==> config.mk <==
export PLATFORM = sky130hd
export DESIGN_NAME = register_file
export DESIGN_NICKNAME = d
export VERILOG_FILES = /design/src/rtl/regfile_pkg.sv /design/src/rtl/regfile_read_port.sv /design/src/rtl/register_file.sv
export SDC_FILE = /design/constraint.sdc
export NUM_CORES = 2
export LEC_CHECK = 0
export CORE_MARGIN = 2
export CORE_UTILIZATION = 50
export DETAILED_ROUTE_END_ITERATION = 6
export PLACE_DENSITY_LB_ADDON = 0.3
export SYNTH_ARGS = -nofsm -noshare
export SYNTH_HDL_FRONTEND = slang
export SYNTH_HIERARCHICAL = 1
export SYNTH_SLANG_ARGS = --single-unit
==> constraint.sdc <==
create_clock -name clk -period 2.3 [get_ports clk]
set_clock_uncertainty 0.15 [all_clocks]
set_input_delay 0.23 -clock clk [delete_from_list [all_inputs] [get_ports clk]]
set_output_delay 0.23 -clock clk [all_outputs]
set_load 0.005 [all_outputs]
==> src/rtl/regfile_pkg.sv <==
// Shared constants and types for the MIPS general-purpose register file.
// Optional feature macro used by this slice: REGFILE_BYPASS_EN.
package regfile_pkg;

   localparam int unsigned DATA_W = 32;
   localparam int unsigned ADDR_W = 5;

   typedef logic [ADDR_W-1:0] reg_idx_t;
   typedef logic [DATA_W-1:0] reg_word_t;

   localparam reg_idx_t ZERO_REG = 5'd0;

   // Named MIPS register indices
   localparam reg_idx_t T0 = 5'd8;
   localparam reg_idx_t T1 = 5'd9;
   localparam reg_idx_t T2 = 5'd10;
   localparam reg_idx_t T3 = 5'd11;
   localparam reg_idx_t S0 = 5'd16;
   localparam reg_idx_t S1 = 5'd17;
   localparam reg_idx_t S2 = 5'd18;
   localparam reg_idx_t S3 = 5'd19;
   localparam reg_idx_t S4 = 5'd20;
   localparam reg_idx_t S5 = 5'd21;
   localparam reg_idx_t S6 = 5'd22;
   localparam reg_idx_t S7 = 5'd23;
   localparam reg_idx_t SP = 5'd29;
   localparam reg_idx_t RA = 5'd31;

endpackage

==> src/rtl/regfile_read_port.sv <==
// One combinational read port: index mux, $zero masking and optional write-through.
// Macro REGFILE_BYPASS_EN enables forwarding of the in-flight write data.
module regfile_read_port
   import regfile_pkg::*;
#(
   parameter int unsigned DW  = 32,
   parameter int unsigned AW  = 5,
   parameter int unsigned NR  = 32
) (
   input  logic [AW-1:0] i_sel,
   input  logic [DW-1:0] i_regs [NR],
   input  logic          i_wen,
   input  logic [AW-1:0] i_wsel,
   input  logic [DW-1:0] i_wdata,
   output logic [DW-1:0] o_data
);

   logic w_is_zero;

   assign w_is_zero = (i_sel == AW'(ZERO_REG));

`ifdef REGFILE_BYPASS_EN
   logic w_fwd;

   // rd=0 is never forwarded; the zero mask below wins anyway
   assign w_fwd = i_wen && (i_wsel == i_sel) && !w_is_zero;
`else
   logic unused_bypass;

   assign unused_bypass = ^{i_wen, i_wsel, i_wdata};
`endif

   // Select stored word, optionally override with write data, force $zero to 0
   always_comb begin
      o_data = i_regs[i_sel];
`ifdef REGFILE_BYPASS_EN
      if (w_fwd) begin
         o_data = i_wdata;
      end
`endif
      if (w_is_zero) begin
         o_data = '0;
      end
   end

endmodule

==> src/rtl/register_file.sv <==
// MIPS 32 x 32-bit register file: two combinational reads, one synchronous write.
// Storage array is named `register` for hierarchical access by the CPU bench.
// Macro REGFILE_BYPASS_EN enables write-through forwarding on both read ports.
module register_file
   import regfile_pkg::*;
#(
   parameter int unsigned DATA_W   = 32,
   parameter int unsigned ADDR_W   = 5,
   parameter int unsigned NUM_REGS = 32
) (
   input  logic              clk,
   input  logic              rst_n,
   input  logic [ADDR_W-1:0] rs,
   input  logic [ADDR_W-1:0] rt,
   input  logic [ADDR_W-1:0] rd,
   input  logic [DATA_W-1:0] writedata,
   input  logic              regwrite,
   output logic [DATA_W-1:0] rsdata,
   output logic [DATA_W-1:0] rtdata
);

   logic [DATA_W-1:0] register [0:NUM_REGS-1];
   logic [DATA_W-1:0] w_regs   [NUM_REGS];
   logic              w_wr_en;

   // Writes to $zero are dropped so entry 0 stays at its reset value
   assign w_wr_en = regwrite && (rd != ADDR_W'(ZERO_REG));

   // Async clear of every entry; otherwise a single synchronous write to rd
   always_ff @(posedge clk or negedge rst_n) begin
      if (!rst_n) begin
         for (int i = 0; i < int'(NUM_REGS); i++) begin
            register[i] <= '0;
         end
      end else if (w_wr_en) begin
         register[rd] <= writedata;
      end
   end

   // Repack storage into a zero-based array for the read-port sub-modules
   always_comb begin
      for (int i = 0; i < int'(NUM_REGS); i++) begin
         w_regs[i] = register[i];
      end
   end

   regfile_read_port #(
      .DW (DATA_W),
      .AW (ADDR_W),
      .NR (NUM_REGS)
   ) u_rs_port (
      .i_sel   (rs),
      .i_regs  (w_regs),
      .i_wen   (regwrite),
      .i_wsel  (rd),
      .i_wdata (writedata),
      .o_data  (rsdata)
   );

   regfile_read_port #(
      .DW (DATA_W),
      .AW (ADDR_W),
      .NR (NUM_REGS)
   ) u_rt_port (
      .i_sel   (rt),
      .i_regs  (w_regs),
      .i_wen   (regwrite),
      .i_wsel  (rd),
      .i_wdata (writedata),
      .o_data  (rtdata)
   );

endmodule

-- Word level (Yosys, flattened, before mapping)
Cells that the tools add are included.
- order comparisons: 4
- mux-type cells: 11
- bitwise operators: 3
- reductions and logical operators: 5
- operators with widths (kind ; count):
    bitwise mux 1024 bit ; 1
    binary-select mux 32 bit (select 5 bit) ; 2
    two-way mux 32 bit ; 7
    demux 32 bit (select 5 bit) ; 1
    >= comparator 6 bit, second input constant ; 3
    inverter 5 -> 6 bit ; 3
    logical NOT 5 bit ; 2
    less-than comparator 6 x 1 -> 1 bit, second input constant ; 1
    nonzero test 5 bit ; 1
    logical AND 1 bit ; 2
- bits in registers: 1024
- input port bits: 50
- output and inout port bits: 64

-- Longest topological paths before layout
- word-level depth: 6
- gate-level depth with buffers: 7
- gate-level depth less buffers: 4

-- By module
The synthesis kept the hierarchy.
- by module, submodules not included (module ; times used ; cells each ; area an instance (µm²) ; sequential area each (µm²)):
    register_file ; 1 ; 2287 ; 38072.8 ; 25624.6
    regfile_read_port ; 2 ; 664 ; 8368.0 ; 0.0

-- Worst setup path after synthesis
OpenSTA, ideal clock, no wires.
- kind: input -> output
- start: input port rs[0]
- end: output port rsdata[5]
- arrival: 1.528 ns
- data required time: 1.920 ns
- slack: 0.392 ns
- cell stages on the path: 5
- buffers on the path: 2
- path through: buf_4 buf_2 mux4_2 a211oi_1 a311oi_2
- cells in the longest elaborated chain, start to end: 5
- ends and longest elaborated chain (item ; line ; RTL):
    start, declared ; register_file.sv:13 ; input logic [ADDR_W-1:0] rs,
    inverter 5 -> 6 bit (implied by the code) ; regfile_read_port.sv:35 ; o_data = i_regs[i_sel];
    binary-select mux 32 bit (select 5 bit) ; regfile_read_port.sv:35 ;
    two-way mux 32 bit (implied by the code) (2 in series) ; regfile_read_port.sv:35 ;
    two-way mux 32 bit * ; regfile_read_port.sv:41 ; if (w_is_zero) begin
    end, declared ; register_file.sv:18 ; output logic [DATA_W-1:0] rsdata,
Mark *: on every way between the ends. The rest lies on a longest branch, timed or not. The select of a mux whose other input is x is not followed.

-- Worst setup path in the final report
- start: register register[638] (netlist name)
- end: output port rtdata[30]
- cells in the longest elaborated chain, start to end: 4
- ends and longest elaborated chain (item ; line ; RTL):
    start, declared ; register_file.sv:22 ; logic [DATA_W-1:0] register [0:NUM_REGS-1];
    start signal, assigned by index ; register_file.sv:36 ; register[rd] <= writedata;
    binary-select mux 32 bit (select 5 bit) ; regfile_read_port.sv:35 ;
    two-way mux 32 bit (implied by the code) (2 in series) ; regfile_read_port.sv:35 ;
    two-way mux 32 bit ; regfile_read_port.sv:41 ;
    end, declared ; register_file.sv:19 ; output logic [DATA_W-1:0] rtdata
No other way between the ends. The select of a mux whose other input is x is not followed.

==> results by group <==
Run status
  – Status: complete, but fails checks
  – Failing checks: design-rule violations, negative setup slack

Critical path
  – CP bufs+invs: 3
  – Crit end category: primary output
  – Crit-path most repeated cell: buf_4
  – Critical Path Max Stage Delay: 0.46 ns
  – WS Path Type: flop to primary output
  – Worst EP required: 1.92 ns
  – Family with the most delay on the worst path: multiplexers
  – Critical path, cell by cell: buf_4 -> mux4_2 -> mux2_4 -> o21ai_2 -> a311oi_2 -> buf_4 -> buf_6
  – CP arrival: 2.43 ns
  – Slowest stage cell, crit path: mux4_2
  – Largest fanout on the critical path: 2
  – Critical path startpoint category: flop

Routing
  – DR pass1 iterations: 7
  – # DRC: 2
  – Routed Antenna Nets: 0
  – Drt via density: 6.77
  – DR WL/cell: 32.3 um
  – DR vias: 36.9k
  – DRT Wirelength: 176,000 um
  – 1st-iter DRT viols: 3,330

Synthesis
  – Synthesis warning total: 6
  – Synth Instances: 3,615
  – Asr flop ratio synth: 1.00
  – Seq/Total Area, Yosys: 0.468
  – Top cells by area, synth: dfrtp_1 (47%), mux2_2 (21%), mux4_2 (18%), mux2i_1 (2.3%), buf_2 (1.4%)
  – Synthesized Nets: 3,665
  – Number of distinct library cells after synthesis: 38
  – Dominant cell type by area after synthesis: dfrtp_1
  – Synthesized area: 54,800 um^2
  – Flops & latches, synth: 1,024
  – Syn Area/Cell: 15.2 um^2
  – Number of flops mapped to enable cells by yosys: 0
  – Ys flop type: dfrtp_1
  – Synth top area share: 0.468

Clock network
  – CTS tree: yes
  – Clk buf depth: 3
  – H-tree levels: 3
  – CTS sink count: 1,024
  – Total CTS buffers: 108
  – Worst-Skew Late Latency: 0.68 ns
  – Reg clk slew, reported paths: 0.06 ns
  – Root Buffer: clkbuf_16

Power and ir drop
  – Power Density: 802 nW/um^2
  – Max VDD drop: 0.611 mV
  – Cell leakage power: 28.9 nW

Timing
  – Final hold slack: 0.198 ns
  – # setup viols final: 64
  – Worst rel slew slack: 0.302
  – Slew @ Worst Pin: 1.04 ns
  – Crit share post-route: 1.22
  – Max-slew violation count: 0
  – Final Hold Fails: 0
  – Fmax: 356 MHz
  – Final Critical Period: 2.81 ns
  – Final worst slack: -0.512 ns
  – Final TNS setup: -22.30 ns
  – RSZ-0062 raised after global routing: yes

Hold path
  – Min-Delay Path Class: input port to asynchronous set/reset pin

Global routing
  – Overall Global Routing Usage: 0.316
  – Global-route wire length before repair: 261,000 um
  – Largest net degree at the start of global routing: 87
  – Initial antenna violation count: 1
  – Vias in the first global route: 38.0k
  – Grt ovf: 0

Layout
  – Fin nets: 4,013
  – Largest Register: register
  – Final core occ: 0.610
  – Syn-to-layout area delta: 21.1%
  – Final Instance Count excl. Fillers: 5,450
  – Top flop regs: register (1024)
  – Final Instance Area: 66,400 um^2
  – Fraction of layout cells with a size suffix above 1: 0.635
  – Max FFs per register: 1,024

Place
  – Port Buf Inserts: 113
  – Cells after DPL: 5,266
  – Routability cong.: 0.871
  – DP Area: 61,600 um^2
  – Detailed placement HPWL: 116,000 um

Floorplan
  – Die W: 335 um
  – Chip Height: 335 um
  – Core footprint: 109,000 um^2
  – Ports: 114
  – Die area: 112,000 um^2
  – Placement Rows: 121
  – Initial Utilization: 0.504

Run
  – Maxcap violations: 0
[repair_timing]
action                                  4_1_cts  5_1_grt
hold buffers                                  2        0
endpoints found under the hold margin       880        0
pin swaps                                    76       52
setup buffers                                18        8
resized for setup                           494       83
endpoints found under the setup margin       64       64
[final timing paths]
path                       slack (ns)           start  cells past startpoint              to
hold reg to reg                  0.25  register[1010]                      0  register[1010]
max in group asynchronous        1.26           rst_n                      4   register[763]
hold / removal                   0.20           rst_n                      3   register[727]
setup / recovery                -0.51   register[638]                      7      rtdata[30]
min in group clk                 0.25  register[1010]                      0  register[1010]
setup reg to reg                 1.09   register[731]                      3   register[731]
[per-layer routing]
layer,track usage,share of wire,vias to the layer above
li1,-,-,14800
met1,0.439,0.40,19900
met2,0.494,0.47,1813
met3,0.0583,0.085,438
met4,0.132,0.045,2
met5,0,0.000074,-
[through the flow]
step	total power [mW]	worst slack (ns)
floorplan	31.3	0.392
global placement	35.0	-0.716
detailed placement	35.5	-0.708
CTS	53.0	-0.556
global route	55.3	-0.546
finish	53.2	-0.512
[where the power goes]
| group | switching, mW | internal (mW) | total, mW |
|---|---|---|---|
| sequential | 2.53 | 21.5 | 24.0 |
| combinational | 4.79 | 7.37 | 12.2 |
| clock | 7.29 | 9.78 | 17.1 |
| total | 14.6 | 38.6 | 53.2 |
[layout by cell type, fill, tap and decap left out, types with 24 or more instances in the layout]
cell type / n
mux2_4: 46
dfrtp_1: 1024
clkdlybuf4s50_1: 38
clkbuf_1: 24
o21ai_1: 43
nand2_1: 33
buf_4: 396
nor2b_1: 58
a311oi_2: 47
mux2_2: 995
a211oi_2: 49
a22oi_1: 50
a221oi_2: 32
clkbuf_16: 109
buf_12: 150
buf_2: 62
o21ai_2: 55
mux4_2: 448
mux2i_1: 127
[cell type report]
cell class                      count  area, um^2
Multi-Input combinational cell   2159       28600
Antenna cell                        1        2.50
Timing Repair Buffer              668        6920
Tap cell                         1414        1770
Fill cell                        7957       42500
Sequential cell                  1024       25600
Inverter                            2        12.5
Clock buffer                      155        3120
Clock inverter                     27         269
[logic make-up after synthesis]
| kind of cell | synth area share |
|---|---|
| mux | 0.424 |
| flops | 0.468 |
| buf+inv | 0.0431 |
| compound gates | 0.0488 |
| simple gates | 0.0162 |
[cell usage after synthesis (all sizes together) (4+ instances only)]
master / n
nand2: 44
mux4: 448
a311oi: 64
mux2i: 128
o2111ai: 16
nor2b: 70
buf: 242
a221oi: 48
clkbuf: 188
o21ai: 112
a211oi: 64
nand2b: 4
mux2: 1056
dfrtp: 1024
nand3: 4
nor2: 19
a22oi: 64
[worst register-to-register path, stage by stage (launching register included)]
cell and delay, ns:
dfrtp_1 0.41, buf_4 0.14, buf_4 0.12, mux2_2 0.27
No activity file was read; power rests on OpenSTA's default activity.
